===== src/rtl/lse_reduce_ctrl.sv =====
// lse_reduce_ctrl: reduces a stream of log-domain operands to a single value
// by repeated log-sum-exp accumulation through an external combinational
// LSE unit. Owns the accumulator, the beat bookkeeping and both handshakes.
module lse_reduce_ctrl #(
   parameter int unsigned        p_width    = 16,
   parameter int unsigned        p_len_bits = 8,
   parameter logic [p_width-1:0] p_neg_inf  = 16'h4000
) (
   input  logic                  i_clk,
   input  logic                  i_rst_n,
   input  logic                  i_start,
   input  logic [p_len_bits-1:0] i_len,
   input  logic                  i_abort,
   output logic                  o_busy,
   input  logic                  i_data_valid,
   input  logic [p_width-1:0]    i_data,
   output logic                  o_data_ready,
   output logic [p_width-1:0]    o_lse_a,
   output logic [p_width-1:0]    o_lse_b,
   input  logic [p_width-1:0]    i_lse_sum,
   output logic [p_width-1:0]    o_result,
   output logic                  o_result_valid,
   input  logic                  i_result_ready,
   output logic [p_len_bits-1:0] o_count
);

   typedef enum logic [1:0] {
      ST_IDLE  = 2'd0,
      ST_ACCUM = 2'd1,
      ST_DONE  = 2'd2
   } state_t;

   localparam logic [p_len_bits-1:0] c_one = p_len_bits'(1);

   state_t                  state_q, state_d;
   logic [p_width-1:0]      acc_q, acc_d;
   logic [p_len_bits-1:0]   rem_q, rem_d;
   logic [p_len_bits-1:0]   count_q, count_d;
   logic                    beat;

   // Handshake strobes come from registered state only, so neither ready
   // nor valid depends combinationally on the partner's signals.
   assign o_data_ready   = (state_q == ST_ACCUM);
   assign o_result_valid = (state_q == ST_DONE);
   assign o_busy         = (state_q == ST_ACCUM) || (state_q == ST_DONE);
   assign beat           = i_data_valid && o_data_ready;

   // The LSE unit always sees the accumulator and the raw incoming operand.
   assign o_lse_a  = acc_q;
   assign o_lse_b  = i_data;
   assign o_result = acc_q;
   assign o_count  = count_q;

   // Next-state and datapath update; abort overrides every other action.
   always_comb begin
      state_d = state_q;
      acc_d   = acc_q;
      rem_d   = rem_q;
      count_d = count_q;
      case (state_q)
         ST_IDLE: begin
            if (i_start) begin
               acc_d   = p_neg_inf;
               rem_d   = i_len;
               count_d = '0;
               // An empty job skips straight to DONE and returns log 0.
               state_d = (i_len != '0) ? ST_ACCUM : ST_DONE;
            end
         end
         ST_ACCUM: begin
            if (beat) begin
               acc_d   = i_lse_sum;
               rem_d   = rem_q - c_one;
               count_d = count_q + c_one;
               // Leaving at remaining==1 keeps the counter from underflowing.
               if (rem_q == c_one) begin
                  state_d = ST_DONE;
               end
            end
         end
         ST_DONE: begin
            if (i_result_ready) begin
               state_d = ST_IDLE;
            end
         end
         default: begin
            state_d = ST_IDLE;
         end
      endcase
      if (i_abort) begin
         // Cancel drops any same-cycle beat; the beat count is kept for debug.
         state_d = ST_IDLE;
         acc_d   = p_neg_inf;
         rem_d   = rem_q;
         count_d = count_q;
      end
   end

   // State, accumulator and counters, cleared asynchronously.
   always_ff @(posedge i_clk or negedge i_rst_n) begin
      if (!i_rst_n) begin
         state_q <= ST_IDLE;
         acc_q   <= p_neg_inf;
         rem_q   <= '0;
         count_q <= '0;
      end else begin
         state_q <= state_d;
         acc_q   <= acc_d;
         rem_q   <= rem_d;
         count_q <= count_d;
      end
   end

endmodule


===== config.mk =====
export PLATFORM = sky130hd
export DESIGN_NAME = lse_reduce_ctrl
export DESIGN_NICKNAME = d
export VERILOG_FILES = /design/src/rtl/lse_reduce_ctrl.sv
export SDC_FILE = /design/constraint.sdc
export NUM_CORES = 1
export LEC_CHECK = 0
export BUFFER_PORTS_ARGS = -buffer_cell sky130_fd_sc_hd__buf_2
export CAP_MARGIN = 40
export CORE_MARGIN = 3
export CORE_UTILIZATION = 48
export CTS_BUF_LIST = sky130_fd_sc_hd__clkbuf_16
export DETAILED_ROUTE_END_ITERATION = 7
export MAX_ROUTING_LAYER = met4
export PLACE_DENSITY = 0.85
export SETUP_SLACK_MARGIN = 0.05
export SLEW_MARGIN = 10
export SYNTH_ARGS = -nofsm -noshare
export SYNTH_HDL_FRONTEND = slang
export SYNTH_SLANG_ARGS = --single-unit

===== constraint.sdc =====
create_clock -name i_clk -period 5.1 [get_ports i_clk]
set_input_delay 0 -clock i_clk [delete_from_list [all_inputs] [get_ports i_clk]]
set_output_delay 0 -clock i_clk [all_outputs]
set_load 0.005 [all_outputs]

* After elaboration in Yosys (flattened, before gate mapping)
Index checks and enable logic that the tools add are counted.
Cells by class: bitwise gates (word level) 1, eq/ne operators 9, multiplexer cells 17, reductions and logical operators 9, add/subtract/negate cells 2
Operator list (number):
- 16-bit two-way mux | 3
- 8-bit two-way mux | 4
- 16-bit one-hot mux with 2 select lines | 1
- 8-bit one-hot mux with 2 select lines | 2
- 2-bit two-way mux | 6
- 3-bit by 2-bit inequality test with 1-bit output, second input constant | 3
- 8-bit by 1-bit adder with 8-bit output, second input constant | 1
- 8-bit by 1-bit == test with 1-bit output, second input constant | 1
- 4-bit AND reduction | 2
- 8-bit nonzero test | 1
- 8-bit by 1-bit subtractor with 8-bit output, second input constant | 1
- 2-bit one-hot mux with 3 select lines | 1
- 3-bit inequality test, second input constant | 1
- 3-bit AND reduction | 1
- 3-bit nonzero test | 1
- 2-bit by 1-bit == test with 1-bit output, second input constant | 1
- 2-bit == test, second input constant | 1
- 2-bit zero test | 1
- 2-bit by 1-bit inequality test with 1-bit output, second input constant | 1
- 2-bit inequality test, second input constant | 1
- 2-bit nonzero test | 1
- 1-bit logical AND | 1
- 1-bit logical OR | 1
- 1-bit inverter | 1
Storage, ports and cells: input bits 46, output and inout bits 59, register bits after elaboration 34, logic and storage cells 42

* Logic depth before layout (Yosys ltp)
depth after elaboration 5, mapped depth 8, depth with buffers taken out 6

* Least setup slack after synthesis
No wires, ideal clock.
kind reg2reg, start point register state_q[1], end point register count_q[4], in the netlist o_count[4], library setup time 69 ps, buffers on the path 1, cell stages (with the launch flop) 8, period minus slack after synthesis 2005 ps, arrival time 1936 ps, required time 5031 ps, slack 3095 ps, cells stage by stage dfrtp_1 inv_1 ha_1 nor2b_4 or4_1 buf_2 or4_1 nand3_1
On the way: cells in the longest elaborated chain, start to end 4, elaborated cells between the ends (all ways) 8, classes of those cells 3 x eq/ne; 1 x mux; 4 x reduce/logical
RTL lines:
- start: declaration | line 35 | state_t state_q, state_d;
- start signal: assignment | line 107 | state_q <= state_d;
- 2-bit by 1-bit == test with 1-bit output * | line 43 | assign o_data_ready = (state_q == ST_ACCUM);
- net o_data_ready | line 17 | output logic o_data_ready,
- 1-bit logical AND | line 46 | assign beat = i_data_valid && o_data_ready;
- 2-bit by 1-bit inequality test with 1-bit output (no line)
- 4-bit AND reduction (no line)
- end signal: assignment | line 110 | count_q <= count_d;
- end: declaration | line 38 | logic [p_len_bits-1:0] count_q, count_d;
The timed path passes the listed nets; every way through them passes the cells marked *. A chain may end at the register's enable or synchronous reset.

* Worst setup path in the final report
start point register state_q[1], end point register count_q[4], in the netlist o_count[4]
On the way: cells in the longest elaborated chain, start to end 4, elaborated cells between the ends (all ways) 8, classes of those cells 3 x eq/ne; 1 x mux; 4 x reduce/logical
RTL lines (line):
- 2-bit by 1-bit == test with 1-bit output | 43, 60
- 1-bit logical AND | 46
- 2-bit by 1-bit inequality test with 1-bit output (no line)
- 4-bit AND reduction (no line)
Several ways; a longest one is shown, not always the timed one.

==> impl_metrics.yaml <==
min_path:
  min-delay-path-class: "in2out"
  min_delay_path_depth: 0
yosys:
  yosys.area.top_type_share: 0.426
  yosys-top-cells-area: "dfrtp_1, buf_4, a22o_1"
  synth-seq-area-share: 0.439
  synth_most_common_cell: "dfrtp_1"
  post_synth_and_or_nand_nor_area_fraction: 0.168
  syn-cell-area_sq_um: 1940
  post_synth_num_cell_types: 40
  synth_mux_area_frac: 0.00516
  synth.cells.most_frequent: "dfrtp_1, buf_4, a22o_1"
  synth_compound_gate_area_share: 0.194
  post_syn_instances: 200
  synth_fp_nets: 252
  synth_largest_area_cell: "dfrtp_1"
  synth_top_family_by_area: "compound AO/OA/AOI/OAI gates"
  synth_edf_count: 0
  avgSynthCellArea_sq_um: 9.70
  synthesis_stage_register_bit_count: 34
  synth_xor_xnor_area_share: 0
  synthesized_area_fraction_occupied_by_adder_cells: 0.0387
  synth_warnings: 0
  synth-async-reset-ratio: 1.00
  ys.flop_type: "dfrtp_1"
finish:
  fin_util: 0.644
  design.final.nets: 311
  n_fill_cell: 310
  multi_input_area_sq_um: 788
  final_instance_count_without_filler_cells: 308
  growth_of_design_area_from_synthesis_to_finish_pct: 25.2
  seq_area_sq_um: 852
  antenna_cells_inserted: 0
  final_layout_size_suffix_gt1_frac: 0.335
global_route:
  first_global_vias: 1628
  grt-ovfl-total: 0
  grt_util_all_layers: 0.204
  grt_pass1_wl_um: 7710
  antenna_found_initial: 0
  grt_max_degree: 35
power_and_ir_drop:
  total_power_w: 0.00109
  combPwrFrac: 0.361
  power_density_nw_per_um2: 449
  switchingPower_w: 0.000403
  p_int_w: 0.000688
  switching_share: 0.369
  seqPwrFrac: 0.374
  pwr-share-clk: 0.265
  worst_ir_drop_vdd_mv: 0.202
  total_leakage_power_nw: 1.25
sta:
  fin_crit_sh: 0.532
  slew_headroom: 0.449
  setup_tns_ns: 0
  rsz0062_at_grt: "no"
  setup-violations-final: 0
  period_needed_ns: 2.72
  timing.clock.skew_ns: 0.00487
  timing.final.max_slew_violations: 0
  worst_margin_pin_slew_ns: 0.827
  hold_viol: 0
  maxClockFrequency_mhz: 368
worst_setup_path:
  timing.critical_path.slowest_stage_cell: "ha_1"
  critPathMostFrequentCell: "or4_1"
  worstPathArrival_ns: 2.93
  path_buf_inv: 1
  crit_fanout: 26
  reg2reg_depth: 6
  critical_path_class: "reg2reg"
  crit_path_end_kind: "register"
  setup.worst_path.start_class: "register"
  cp.depth: 6
  path_cells: "inv_1, ha_1, nor2_1, or4_1, or4_1, nand3_1"
  max_stage_delay_ns: 0.69
  cp.required_ns: 5.31
  cp_top_family: "simple AND/OR/NAND/NOR gates"
drt:
  detail_route.vias_per_cell: 5.49
  antenna_violating_nets_post_route: 0
  residual_drc: 0
  total_iterations_of_the_first_detailed_routing_run: 5
  wirelength_um: 4690
  detail_route.wl_per_cell_um: 15.2
  detailroute.via_count: 1691
  dr.first_iter.drc_count: 115
placement:
  io_buffer_count: 72
  post-dp-hpwl_um: 3180
  gp_routability_congestion: 0.813
  dp.cells: 283
floorplan:
  initial_core_util: 0.514
  row_count: 22
  fp.coreArea_sq_um: 3770
  ios: 105
  fp.dieArea_sq_um: 4840
  die-width_um: 69.6
  die_height_um: 69.6
clock_network:
  cts_root_buf: "clkbuf_16"
  clock-sinks: 34
  cts_tree: "yes"
  cts.reportedPaths.clkPinSlew_ns: 0.06
  clk_path_buf_depth: 2
  tritoncts.num_buffers: 5
  clk_latency_ns: 0.28
  post-cts-setup-buffer-count: 0
  htree_num_levels: 2
status:
  status: "finished, final reports clean"
job:
  max-cap-violations: 0
==> area by class of cell <==
class                      instances  area share
tap                               48      0.0247
clock buffer                       5      0.0515
timing repair buffer              92       0.231
sequential                        34       0.351
inverter                           7      0.0108
multi-input combinational        119       0.325
clock inverter                     3     0.00670
==> stage by stage <==
| step | cell area (sq um) | hold slack, ns | worst slack, ns |
|---|---|---|---|
| detailed placement | 2120 | 0.0000346 | 2.42 |
| CTS | 2430 | 0.0000346 | 2.40 |
| global placement | 2090 | 0.0000346 | 2.50 |
| floorplan | 1940 | -0.296 | 3.09 |
| global route | 2430 | 0.00000763 | 2.21 |
| finish | 2430 | 0.00000189 | 2.38 |
==> final timing paths <==
path	startpoint	to	slack, ns
worst min-delay path	i_data[5]	o_lse_b[5]	0.000002
min in group asynchronous	i_rst_n	o_count[5]	0.32
max in group asynchronous	i_rst_n	o_count[3]	4.30
worst max-delay path	state_q[1]	o_count[4]	2.38
worst min register to register	o_lse_a[14]	o_lse_a[14]	0.47
worst max register to register	state_q[1]	o_count[4]	2.38
==> worst register-to-register path: cells and delay by family, from the launching register on <==
kind / cells / cell delay (ns)
simple gates: 4 / 1.48
buf+inv: 1 / 0.08
fa+ha+maj: 1 / 0.69
flops: 1 / 0.39
==> registers in the layout, indices dropped and copies added, names as in the netlist <==
signal	flops
o_count	8
state_q	2
rem_q	8
o_lse_a	16
==> logic make-up after synthesis <==
| family | Yosys count |
|---|---|
| and+or+nand+nor | 60 |
| adders and majority gates | 6 |
| buffers and inverters | 47 |
| muxes | 1 |
| AOI/OAI and AO/OA | 52 |
| DFF | 34 |
==> routing by layer <==
layer,GRT usage,part of all wire,vias to the layer above
met4,0.102,0.029,0
met1,0.250,0.41,793
met3,0.0507,0.074,19
met2,0.315,0.48,68
met5,-,0,-
li1,-,-,811
==> cells in the final DEF (no fill, tap or decap), types with 9 or more instances in the layout <==
cell type and count:
nand2_1 15, dfrtp_1 33, a22o_1 16, nor2_1 9
nand3_1 9, dlygate4sd3_1 17, a21oi_1 10, buf_2 72
==> power by group through the flow <==
stage                     logic [W]  clock network [W]  registers (W)
after floorplan            0.000274                  0       0.000399
after detailed placement   0.000380                  0       0.000410
after CTS                  0.000393           0.000296       0.000407
final                      0.000394           0.000289       0.000408
after global routing       0.000444           0.000306       0.000420
after global placement     0.000362                  0       0.000408
==> repair_timing <==
| item | 4_1_cts | 5_1_grt |
|---|---|---|
| hold endpoints to repair | 49 | 0 |
| gates resized for setup | 0 | 0 |
| hold buffers | 17 | 0 |
Note: power is estimated with default switching activity, not from simulation.
